### src/rtl/sclk_burst_gen_if.sv
// Control and strobe bundle for sclk_burst_gen; SCLK_BURST_FREE_RUN_EN adds free_run.
// Latency: none, wires only.
// Backpressure: none; the consumer reacts to the strobes, en pauses the generator.
interface sclk_burst_gen_if #(
  parameter int DIV_W = 8,
  parameter int CNT_W = 8
);
  logic             en;
  logic [DIV_W-1:0] div;
  logic [CNT_W-1:0] ncyc;
  logic             cpol;
  logic             start;
  logic             abort;
`ifdef SCLK_BURST_FREE_RUN_EN
  logic             free_run;
`endif
  logic             sclk;
  logic             rise;
  logic             fall;
  logic             busy;
  logic             done;

  modport master (
`ifdef SCLK_BURST_FREE_RUN_EN
    output free_run,
`endif
    output en, div, ncyc, cpol, start, abort,
    input  sclk, rise, fall, busy, done
  );

  modport slave (
`ifdef SCLK_BURST_FREE_RUN_EN
    input  free_run,
`endif
    input  en, div, ncyc, cpol, start, abort,
    output sclk, rise, fall, busy, done
  );
endinterface

### src/rtl/sclk_burst_gen.sv
// Burst serial-clock generator: ncyc sclk cycles at half-period div+1; SCLK_BURST_FREE_RUN_EN adds free_run.
// Latency: all outputs registered; first toggle div+1 clk after the start edge.
// Backpressure: en low freezes divider, edge count and sclk; start while busy is dropped.
module sclk_burst_gen #(
  parameter int DIV_W = 8,
  parameter int CNT_W = 8
) (
  input logic            clk,
  input logic            rst_n,
  sclk_burst_gen_if.slave bus
);

  typedef enum logic [0:0] {IDLE, RUN} state_t;

  typedef struct packed {
    logic [DIV_W-1:0] div;
    logic [CNT_W-1:0] ncyc;
    logic             cpol;
  } cfg_t;

  state_t           state_q, state_n;
  cfg_t             cfg_q, cfg_n;
  logic [DIV_W-1:0] div_cnt_q, div_cnt_n;
  logic [CNT_W:0]   edge_cnt_q, edge_cnt_n;
  logic             sclk_q, sclk_n;
  logic             rise_q, rise_n;
  logic             fall_q, fall_n;
  logic             busy_q, busy_n;
  logic             done_q, done_n;

  logic             at_div;
  logic [CNT_W:0]   edge_inc;
  logic             last_edge;
  logic             fr_live;
  logic             fr_sticky;
  logic             end_burst;

`ifdef SCLK_BURST_FREE_RUN_EN
  logic fr_q, fr_n;
  assign fr_live   = bus.free_run;
  assign fr_sticky = fr_q;
`else
  assign fr_live   = 1'b0;
  assign fr_sticky = 1'b0;
`endif

  assign at_div    = (div_cnt_q == cfg_q.div);
  assign edge_inc  = edge_cnt_q + 1'b1;
  assign last_edge = (edge_inc == {cfg_q.ncyc, 1'b0});

  // Once free-running, a burst ends only on a toggle that lands back on the idle level.
  always_comb begin
    if (fr_live)
      end_burst = 1'b0;
    else if (fr_sticky)
      end_burst = (sclk_q != cfg_q.cpol);
    else
      end_burst = last_edge;
  end

  always_ff @(posedge clk or negedge rst_n) begin
    if (!rst_n) begin
      state_q    <= IDLE;
      cfg_q      <= '0;
      div_cnt_q  <= '0;
      edge_cnt_q <= '0;
      sclk_q     <= 1'b0;
      rise_q     <= 1'b0;
      fall_q     <= 1'b0;
      busy_q     <= 1'b0;
      done_q     <= 1'b0;
`ifdef SCLK_BURST_FREE_RUN_EN
      fr_q       <= 1'b0;
`endif
    end else begin
      state_q    <= state_n;
      cfg_q      <= cfg_n;
      div_cnt_q  <= div_cnt_n;
      edge_cnt_q <= edge_cnt_n;
      sclk_q     <= sclk_n;
      rise_q     <= rise_n;
      fall_q     <= fall_n;
      busy_q     <= busy_n;
      done_q     <= done_n;
`ifdef SCLK_BURST_FREE_RUN_EN
      fr_q       <= fr_n;
`endif
    end
  end

  always_comb begin
    state_n    = state_q;
    cfg_n      = cfg_q;
    div_cnt_n  = div_cnt_q;
    edge_cnt_n = edge_cnt_q;
    sclk_n     = sclk_q;
    busy_n     = busy_q;
    rise_n     = 1'b0;
    fall_n     = 1'b0;
    done_n     = 1'b0;
`ifdef SCLK_BURST_FREE_RUN_EN
    fr_n       = fr_q;
`endif

    case (state_q)
      IDLE: begin
        sclk_n = bus.cpol;
        if (bus.start && !bus.abort) begin
          cfg_n      = '{div: bus.div, ncyc: bus.ncyc, cpol: bus.cpol};
          div_cnt_n  = '0;
          edge_cnt_n = '0;
`ifdef SCLK_BURST_FREE_RUN_EN
          fr_n       = bus.free_run;
`endif
          if (bus.ncyc == '0 && !fr_live) begin
            done_n = 1'b1;
          end else begin
            state_n = RUN;
            busy_n  = 1'b1;
          end
        end
      end

      RUN: begin
`ifdef SCLK_BURST_FREE_RUN_EN
        fr_n = fr_q | bus.free_run;
`endif
        // Abort beats a coincident toggle and never raises a strobe.
        if (bus.abort) begin
          state_n = IDLE;
          sclk_n  = cfg_q.cpol;
          busy_n  = 1'b0;
        end else if (bus.en) begin
          if (at_div) begin
            sclk_n     = ~sclk_q;
            div_cnt_n  = '0;
            edge_cnt_n = (fr_live || fr_sticky) ? edge_cnt_q : edge_inc;
            rise_n     = ~sclk_q;
            fall_n     = sclk_q;
            if (end_burst) begin
              state_n = IDLE;
              busy_n  = 1'b0;
              done_n  = 1'b1;
            end
          end else begin
            div_cnt_n = div_cnt_q + 1'b1;
          end
        end
      end

      default: begin
        state_n = IDLE;
        busy_n  = 1'b0;
      end
    endcase
  end

  assign bus.sclk = sclk_q;
  assign bus.rise = rise_q;
  assign bus.fall = fall_q;
  assign bus.busy = busy_q;
  assign bus.done = done_q;

endmodule

### src/flat_wrapper.sv
// flat-port wrapper written by rule: the top's interface ports become plain ports
module sclk_burst_gen_flat 
#(
  parameter int DIV_W = 8,
  parameter int CNT_W = 8
)
  (clk, rst_n, bus_en, bus_div, bus_ncyc, bus_cpol, bus_start, bus_abort, bus_sclk, bus_rise, bus_fall, bus_busy, bus_done);
  sclk_burst_gen_if #(.DIV_W(DIV_W), .CNT_W(CNT_W)) bus_i ();
  input logic clk;
  input logic rst_n;
  input wire logic [$bits(bus_i.en)-1:0] bus_en;
  input wire logic [$bits(bus_i.div)-1:0] bus_div;
  input wire logic [$bits(bus_i.ncyc)-1:0] bus_ncyc;
  input wire logic [$bits(bus_i.cpol)-1:0] bus_cpol;
  input wire logic [$bits(bus_i.start)-1:0] bus_start;
  input wire logic [$bits(bus_i.abort)-1:0] bus_abort;
  output wire logic [$bits(bus_i.sclk)-1:0] bus_sclk;
  output wire logic [$bits(bus_i.rise)-1:0] bus_rise;
  output wire logic [$bits(bus_i.fall)-1:0] bus_fall;
  output wire logic [$bits(bus_i.busy)-1:0] bus_busy;
  output wire logic [$bits(bus_i.done)-1:0] bus_done;
  assign bus_i.en = bus_en;
  assign bus_i.div = bus_div;
  assign bus_i.ncyc = bus_ncyc;
  assign bus_i.cpol = bus_cpol;
  assign bus_i.start = bus_start;
  assign bus_i.abort = bus_abort;
  assign bus_sclk = bus_i.sclk;
  assign bus_rise = bus_i.rise;
  assign bus_fall = bus_i.fall;
  assign bus_busy = bus_i.busy;
  assign bus_done = bus_i.done;
  sclk_burst_gen #(.DIV_W(DIV_W), .CNT_W(CNT_W)) u_core (.clk(clk), .rst_n(rst_n), .bus(bus_i));
endmodule
### config.mk
export PLATFORM = sky130hd
export DESIGN_NAME = sclk_burst_gen_flat
export DESIGN_NICKNAME = d
export VERILOG_FILES = /design/src/rtl/sclk_burst_gen_if.sv /design/src/rtl/sclk_burst_gen.sv /design/src/flat_wrapper.sv
export SDC_FILE = /design/constraint.sdc
export NUM_CORES = 1
export LEC_CHECK = 0
export CAP_MARGIN = 10
export CORE_MARGIN = 2
export CORE_UTILIZATION = 23
export CTS_BUF_LIST = sky130_fd_sc_hd__clkbuf_4 sky130_fd_sc_hd__clkbuf_8 sky130_fd_sc_hd__clkbuf_16
export DETAILED_ROUTE_END_ITERATION = 12
export PLACE_DENSITY = 0.52
export SLEW_MARGIN = 20
export SYNTH_ARGS = -nofsm -noshare
export SYNTH_HDL_FRONTEND = slang
export SYNTH_SLANG_ARGS = --single-unit
### constraint.sdc
create_clock -name clk -period 2.73 [get_ports clk]
set_clock_uncertainty 0.2 [all_clocks]
set_input_delay 0.273 -clock clk [delete_from_list [all_inputs] [get_ports clk]]
set_output_delay 0.273 -clock clk [all_outputs]
set_load 0.01 [all_outputs]
# [Word-level counts from Yosys, hierarchy flattened]
# Index checks and enable logic that the tools add are counted.
[op_classes] add_sub_neg=2 n_mul=0 div=0 order_cmp=0 eq_ne=10 shift=0 n_mux=43 n_bitwise=2 n_reduce_logical=8
[op_table] op="$mux W9" count=4
[op_table] op="$mux W8" count=4
[op_table] op="$mux W1" count=29
[op_table] op="$pmux W9 S2" count=1
[op_table] op="$pmux W8 S2" count=1
[op_table] op="$add A9 B1 Y9 const B" count=1
[op_table] op="$eq A9 B9 Y1" count=1
[op_table] op="$ne A3 B3 Y1 const B" count=3
[op_table] op="$add A8 B1 Y8 const B" count=1
[op_table] op="$eq A8 B8 Y1" count=1
[op_table] op="$logic_not A8 Y1" count=1
[op_table] op="$ne A2 B2 Y1 const B" count=4
[op_table] op="$pmux W1 S2" count=4
[op_table] op="$reduce_and A5 Y1" count=1
[op_table] op="$reduce_and A2 Y1" count=2
[op_table] op="$reduce_and A4 Y1" count=1
[op_table] op="$reduce_and A3 Y1" count=1
[op_table] op="$ne A2 B1 Y1 const B" count=1
[op_table] op="$not A1 Y1" count=2
[op_table] op="$logic_and A1 B1 Y1" count=1
[op_table] op="$logic_not A1 Y1" count=1
[totals] reg_bits=40 latchBits=0 ramBits=0 romBits=0 in_bits=22 output_inout_bits=5 wordCells=76 mem_count=0

# [Longest topological paths before layout]
# Gate-level depths: netlist (run 1).
[depth] depth_word=7 ltp_mapped=7 ltp_nobuf=7

# [Worst setup path before layout (run 1)]
# No wires, ideal clock.
[synth_path] path_kind="register to register" start="register u_core.edge_cnt_q[0]" end="register u_core.state_q" setup_ps=125 arrival_ps=2059 required_ps=2405 slack_ps=346 stages_incl_launch_ff=8 n_path_buf=0 period_less_slack_ps=2384 cell_sequence="dfrtp_1 > ha_1 > xor2_1 > o2111ai_1 > o21ai_0 > or4_1 > or3_1 > o2bb2ai_1"
[synth_between] elab_chain_len=7
[synth_rtl] element="start, declared" line="sclk_burst_gen.sv:24" source="logic [CNT_W:0] edge_cnt_q, edge_cnt_n;"
[synth_rtl] element="start signal, assigned" line="sclk_burst_gen.sv:79" source="edge_cnt_q <= edge_cnt_n;"
[synth_rtl] element="$add A9 B1 Y9" line="sclk_burst_gen.sv:48" source="assign edge_inc = edge_cnt_q + 1'b1;"
[synth_rtl] element="$eq A9 B9 Y1" line="sclk_burst_gen.sv:49" source="assign last_edge = (edge_inc == {cfg_q.ncyc, 1'b0});"
[synth_rtl] element="$mux W1" line="sclk_burst_gen.sv:140" source="if (end_burst) begin"
[synth_rtl] element="$mux W1" line="sclk_burst_gen.sv:134" source="if (at_div) begin"
[synth_rtl] element="$mux W1" line="sclk_burst_gen.sv:133" source="end else if (bus.en) begin"
[synth_rtl] element="$mux W1" line="sclk_burst_gen.sv:129" source="if (bus.abort) begin"
[synth_rtl] element="$pmux W1 S2" line="sclk_burst_gen.sv:105" source="case (state_q)"
[synth_rtl] element="named net u_core.state_n" line="sclk_burst_gen.sv:21" source="state_t state_q, state_n;"
[synth_rtl] element="end signal, assigned" line="sclk_burst_gen.sv:76" source="state_q <= state_n;"
[synth_rtl] element="end, declared" line="sclk_burst_gen.sv:21"
# The timed path passes the listed nets, and every way through them passes these cells.
# A chain may end at the register's enable or synchronous reset.

# [Final worst setup path (run 1)]
# Same ends and word-level chain as after synthesis.

==> results of run 1 <==
## critical path, cell delays in order (launching register included)
cell and delay (ns):
dfrtp_1 0.46, ha_2 0.28, nand3_1 0.15, nor2_2 0.21, xnor2_1 0.11, or4_1 0.49
or3_1 0.34, o2bb2ai_1 0.14
## where the power goes
part           total, W  switching, W  leakage [nW]  internal, W
registers      0.000735     0.0000699         0.512     0.000665
logic          0.000289      0.000135         0.467     0.000154
clock network  0.000405      0.000204        0.0510     0.000202
total           0.00143      0.000408          1.03      0.00102
## kinds of logic after synthesis
group / synth area share [%]
adder cells (fa/ha/maj): 1.18
AO/OA/AOI/OAI: 11.2
flip-flops: 47.1
multiplexers: 9.48
AND/OR/NAND/NOR: 20.2
XOR/XNOR: 8.65
buffers and inverters: 2.12
## sequential cells by signal, summed over array words and instances (netlist names)
| signal | cells |
|---|---|
| u_core.bus.busy | 1 |
| u_core.state_q | 1 |
| u_core.bus.done | 1 |
| u_core.edge_cnt_q | 9 |
| u_core.cfg_q | 17 |
| u_core.bus.sclk | 1 |
| u_core.bus.fall | 1 |
| u_core.bus.rise | 1 |
| u_core.div_cnt_q | 8 |
## path summary, 6_finish.rpt
path	end
worst max-delay path	u_core.state_q
worst min-delay path	u_core.cfg_q[0]
worst max register to register	u_core.state_q
worst min register to register	u_core.cfg_q[0]
max in group asynchronous	u_core.cfg_q[4]
min in group asynchronous	u_core.cfg_q[6]
## stage by stage
stage	hold slack, ns	setup WS (ns)	utilization (%)
after global placement	0.263	0.253	27.6
after CTS	0.318	0.135	28.7
final	0.312	0.235	28.8
after floorplan	-0.223	0.346	-
after detailed placement	0.271	0.145	27.6
after global routing	0.355	0.0454	28.8
## cells in the final DEF (no fill, tap or decap), drive strengths merged, types with 2 or more instances in the layout
cell / count
inv: 4
and3: 4
nand2: 20
o2bb2ai: 2
xor2: 11
nand4: 3
o21ai: 20
clkinv: 2
nand3: 10
xnor2: 10
nor4: 3
nor2b: 4
ha: 2
clkbuf: 6
o31ai: 5
nor3: 5
or4: 4
mux2: 17
buf: 4
dfrtp: 40
clkdlybuf4s50: 25
nand2b: 2
nor3b: 2
nor2: 11
or3: 3
a21oi: 5
## per-layer routing
| layer | global-route usage [%] | up-vias | wire, microns | share of wire (%) |
|---|---|---|---|---|
| met2 | 15.5 | 27 | 2220 | 48 |
| li1 | - | 808 | - | - |
| met1 | 12.8 | 778 | 2210 | 48 |
| met5 | 0 | - | 0 | 0 |
| met4 | 4.53 | 0 | 89 | 1.9 |
| met3 | 2.65 | 7 | 126 | 2.7 |
## area by class of cell
cell class | instances | area, sq um | share of cell area (%)
Sequential cell | 40 | 1000 | 38.2
Clock buffer | 6 | 82.6 | 3.15
Tap cell | 111 | 139 | 5.30
Multi-Input combinational cell | 156 | 1080 | 41.4
Clock inverter | 2 | 10.0 | 0.382
Inverter | 4 | 15.0 | 0.573
Timing Repair Buffer | 30 | 288 | 11.0
## repair_timing
item	in CTS	in global routing
setup endpoints to repair	0	3
hold endpoints to repair	40	0
hold buffers	1	0
resized for setup	0	2
==> impl_metrics.py, run 1 <==
metrics = {
    "status": {
        "outcome": "completed",
    },
    "floorplan": {
        "start_util_pct": 23.3,
        "rows": 35,
        "die-area_sq_mm": 0.0100,
        "core_area_sq_mm": 0.00911,
        "ios": 27,
        "die_h_microns": 100,
        "die_w_microns": 100,
    },
    "finish": {
        "final_cell_area_sq_mm": 0.00262,
        "fin_cells": 349,
        "nets": 261,
        "areaGrowthSynthToFinish_pct": 23.2,
        "drive_gt1_share_pct": 15.1,
        "fillCellCount": 950,
        "antenna_cells": 0,
    },
    "logic_synthesis": {
        "ys_async_sr_fraction_pct": 100,
        "postSynthAreaPerCell_sq_um": 10.3,
        "synth_edf_count": 0,
        "ys_top_cells_by_count": "40 x dfrtp_1, 20 x nand2_1, 19 x o21ai_0, 17 x mux2_2",
        "synth.most_common_cell": "dfrtp_1",
        "syn_inst": 207,
        "synth_nets": 231,
        "synth_flop_cell": "dfrtp_1",
        "ys_ff_latch": 40,
        "yosysUniqueCellTypes": 40,
        "ys_seq_area_share_pct": 47.1,
        "yosys_warnings": 0,
        "synth_area_leaders": "dfrtp_1 47%, mux2_2 9.0%, xor2_1 4.5%",
        "synth_top_area_share_pct": 47.1,
        "synth.largest_area_cell": "dfrtp_1",
        "mappedNetlistArea_sq_mm": 0.00213,
    },
    "global_route": {
        "overflow": 0,
        "grt.total_usage_pct": 9.90,
        "antenna_found_initial": 0,
        "grt_max_degree": 41,
        "grt_first_pass_wirelength_mm": 7.65,
        "grt_pass1_vias": 1546,
    },
    "detailed_routing": {
        "drc": 0,
        "drtIter0Drc": 57,
        "drt.antenna.violating_nets": 0,
        "vias": 1620,
        "wl_mm": 4.65,
        "vias_per_cell": 4.64,
        "wl_per_cell_microns": 13.3,
        "first_pass_iters": 4,
    },
    "worst_hold_path": {
        "min_path_type": "reg2reg",
        "min_from": "u_core.cfg_q[0]",
        "worstHoldPathCells": 1,
    },
    "timing": {
        "fin_crit_ns": 2.50,
        "finalCritPeriodShare_pct": 91.4,
        "slew-limit-headroom_pct": 39.1,
        "setup_tns_ns": 0,
        "final-max-slew-violation-count": 0,
        "finalHoldViolCount": 0,
        "grt_setup_unrepaired": "no",
        "worst_pin_slew_ns": 0.914,
        "finalSetupViolations": 0,
        "max_freq_ghz": 0.401,
    },
    "critical_path": {
        "r2r-start": "u_core.edge_cnt_q[0]",
        "crit_path_end_kind": "register",
        "r2r_slack_ns": 0.23,
        "cp_max_fo": 8,
        "critPathLaunch": "u_core.edge_cnt_q[0]",
        "required_ns": 2.70,
        "arrival_ns": 2.47,
        "reg2reg_depth": 7,
        "path_class": "reg2reg",
        "cp-start-kind": "register",
    },
    "power": {
        "p_per_area_mw_per_mm2": 545,
        "irDropWorstVdd_v": 0.000172,
        "power_leakage_nw": 1.03,
        "power.total_w": 0.00143,
    },
    "place": {
        "post-place-cells": 340,
        "gp_congestion": 0.833,
        "dpl_cell_area_sq_mm": 0.00251,
        "dp.final_hpwl_mm": 3.50,
        "port_buffers": 26,
    },
    "clock_network": {
        "cts_buffers": 5,
        "worstSkewPairLatency_ns": 0.29,
        "cts.path.max_buffers": 2,
        "cts-root-buf": "clkbuf_8",
        "cts_sinks": 40,
        "clk_pin_slew_ns": 0.08,
        "cts_tree": "done",
        "htree_levels": 2,
        "post-cts-setup-buffers": 0,
    },
    "flow_run": {
        "drv_cap": 0,
    },
}
No activity file was read; power rests on OpenSTA's default activity.
==> run 2, diff against run 1 <==
CORE_MARGIN = unset   (was 2)
CTS_CLUSTER_SIZE = 14   (was unset)
==> run 2 against run 1 <==
Compared with the run above:
- clock power increased by 5.9%
- die area decreased by 4.0%
- cell count decreased by 0.86%
- utilization increased by 0.87 points
- first-iteration DRC count increased by 93%
- final area about the same
- global-route usage increased by 0.71 points
- sequential share of layout area about the same
- the flow now finishes with violations (DRC)
==> impl_metrics.py, run 2 (synthesis gave the netlist of run 1 again) <==
metrics = {
    "timing": {
        "finalCritPeriodShare_pct": 92.0,
        "fin_crit_ns": 2.51,
        "setup_tns_ns": 0,
        "finalHoldViolCount": 0,
        "final-max-slew-violation-count": 0,
        "grt_setup_unrepaired": "no",
        "slew-limit-headroom_pct": 38.3,
        "finalSetupViolations": 0,
        "max_freq_ghz": 0.398,
        "worst_pin_slew_ns": 0.926,
    },
    "detailed_routing": {
        "first_pass_iters": 10,
        "wl_mm": 4.57,
        "wl_per_cell_microns": 13.2,
        "drt.antenna.violating_nets": 0,
        "drtIter0Drc": 110,
        "vias_per_cell": 4.57,
        "drc": 1,
        "vias": 1580,
    },
    "finish": {
        "largest_register_ffs": 17,
        "seqCellArea_sq_mm": 0.00100,
        "areaGrowthSynthToFinish_pct": 23.4,
        "multiInputGateArea_sq_mm": 0.00108,
        "reg.largest.list": "u_core.cfg_q (17), u_core.edge_cnt_q (9), u_core.div_cnt_q (8)",
        "antenna_cells": 0,
        "nets": 262,
        "mostFrequentLayoutCell": "dfrtp_1",
        "fillCellCount": 935,
        "regMostFlops": "u_core.cfg_q",
        "drive_gt1_share_pct": 14.3,
        "final_cell_mix": "40 x dfrtp_1, 25 x clkdlybuf4s50_1, 20 x nand2_1, 19 x o21ai_0, 17 x mux2_2",
    },
    "clock_network": {
        "cts-root-buf": "clkbuf_8",
        "post-cts-setup-buffers": 0,
        "htree_levels": 2,
        "cts_buffers": 5,
        "cts_tree": "done",
        "worstSkewPairLatency_ns": 0.30,
        "cts.path.max_buffers": 2,
        "clk_pin_slew_ns": 0.07,
        "cts_sinks": 40,
    },
    "critical_path": {
        "cp_max_fo": 7,
        "required_ns": 2.71,
        "path_buf_inv": 0,
        "path_class": "reg2reg",
        "cpPeakStageDelay_ns": 0.50,
        "cp-start-kind": "register",
        "crit_path_end_kind": "register",
        "crit_chain": "ha_1, nand3_1, nor2_1, xnor2_1, or4_1, or3_1, o2bb2ai_1",
        "cp_top_family": "simple AND/OR/NAND/NOR gates",
        "arrival_ns": 2.49,
        "cp_slowest_cell": "or4_1",
    },
    "power": {
        "power_leakage_nw": 1.04,
        "switching_share_pct": 28.1,
        "power.total_w": 0.00145,
        "power.switching_w": 0.000408,
        "p_int_w": 0.00104,
        "pwr-share-clk_pct": 29.5,
        "p_per_area_mw_per_mm2": 554,
        "combPwrFrac_pct": 20.0,
        "p_seq_share_pct": 50.5,
        "irDropWorstVdd_v": 0.000196,
    },
    "global_route": {
        "overflow": 0,
        "grt_first_pass_wirelength_mm": 7.95,
        "grt_max_degree": 41,
        "grt.total_usage_pct": 10.6,
        "grt_pass1_vias": 1577,
        "antenna_found_initial": 0,
    },
    "floorplan": {
        "start_util_pct": 24.0,
        "rows": 34,
        "core_area_sq_mm": 0.00885,
        "die-area_sq_mm": 0.00963,
        "die_h_microns": 98.1,
        "ios": 27,
        "die_w_microns": 98.1,
    },
    "flow_run": {
        "drv_cap": 0,
    },
    "status": {
        "outcome": "finished with violations",
        "violations": "DRC",
    },
    "place": {
        "port_buffers": 26,
        "dp.final_hpwl_mm": 3.35,
        "gp_congestion": 0.763,
    },
    "worst_hold_path": {
        "min_path_type": "reg2reg",
    },
}
[run 2: changes by cell type in the layout (fill, tap and decap cells not counted)]
| cell | delta |
|---|---|
| buf_4 | +1 |
| clkinv_2 | -2 |
| ha_1 | +1 |
| ha_2 | -1 |
| nor2_2 | -1 |
| nor2_1 | +1 |
| clkbuf_8 | +1 |
[run 2: what timing repair did]
action                                 in CTS  in global routing
hold buffers                                1                  0
endpoints found under the hold margin      40                  0
gates resized for setup                     0                  0
[run 2: worst reg2reg max path: cells and delay by family (launching register included)]
family,cells,cell delay [ns]
AOI/OAI and AO/OA,1,0.13
xor gates and xnor gates,1,0.13
adders and majority gates,1,0.30
DFF,1,0.40
and+or+nand+nor,4,1.24
[run 2: final timing paths]
path | startpoint | to | slack, ns | cells after the start
worst max register to register | u_core.edge_cnt_q[1] | u_core.state_q | 0.22 | 7
worst min-delay path | u_core.cfg_q[0] | u_core.cfg_q[0] | 0.31 | 1
max in group asynchronous | rst_n | u_core.cfg_q[15] | 1.30 | 2
worst min register to register | u_core.cfg_q[0] | u_core.cfg_q[0] | 0.31 | 1
worst max-delay path | u_core.edge_cnt_q[1] | u_core.state_q | 0.22 | 7
min in group asynchronous | rst_n | u_core.edge_cnt_q[7] | 0.45 | 2
[run 2: final cells by class]
type	count	area share (%)
sequential	40	38.2
tap	108	5.15
timing repair buffer	31	11.3
multi-input combinational	156	41.2
clock buffer	7	3.67
inverter	4	0.573
[run 2: power by group through the flow]
stage	logic [W]	registers (W)	clock network [W]
final	0.000290	0.000734	0.000429
after global routing	0.000326	0.000747	0.000468
after CTS	0.000295	0.000736	0.000449
after detailed placement	0.000294	0.000747	0
after global placement	0.000291	0.000746	0
after floorplan	0.000202	0.000729	0
[run 2: stage by stage]
step,hold slack [ns],area (sq um),setup WS [ns],util (%),cells
after floorplan,-0.223,2130,0.346,-,207
after global placement,0.270,2520,0.310,28.4,338
after detailed placement,0.271,2520,0.236,28.4,338
after CTS,0.312,2620,0.215,29.6,346
after global routing,0.342,2620,0.0483,29.6,346
final,0.308,2620,0.220,29.6,346
[run 2: per-layer routing]
metal | up-vias | wire [microns] | track usage [%]
met5 | - | 0 | 0
met4 | 0 | 97 | 5.17
met3 | 7 | 148 | 2.36
met2 | 27 | 1980 | 15.8
met1 | 745 | 2340 | 14.6
li1 | 801 | - | -
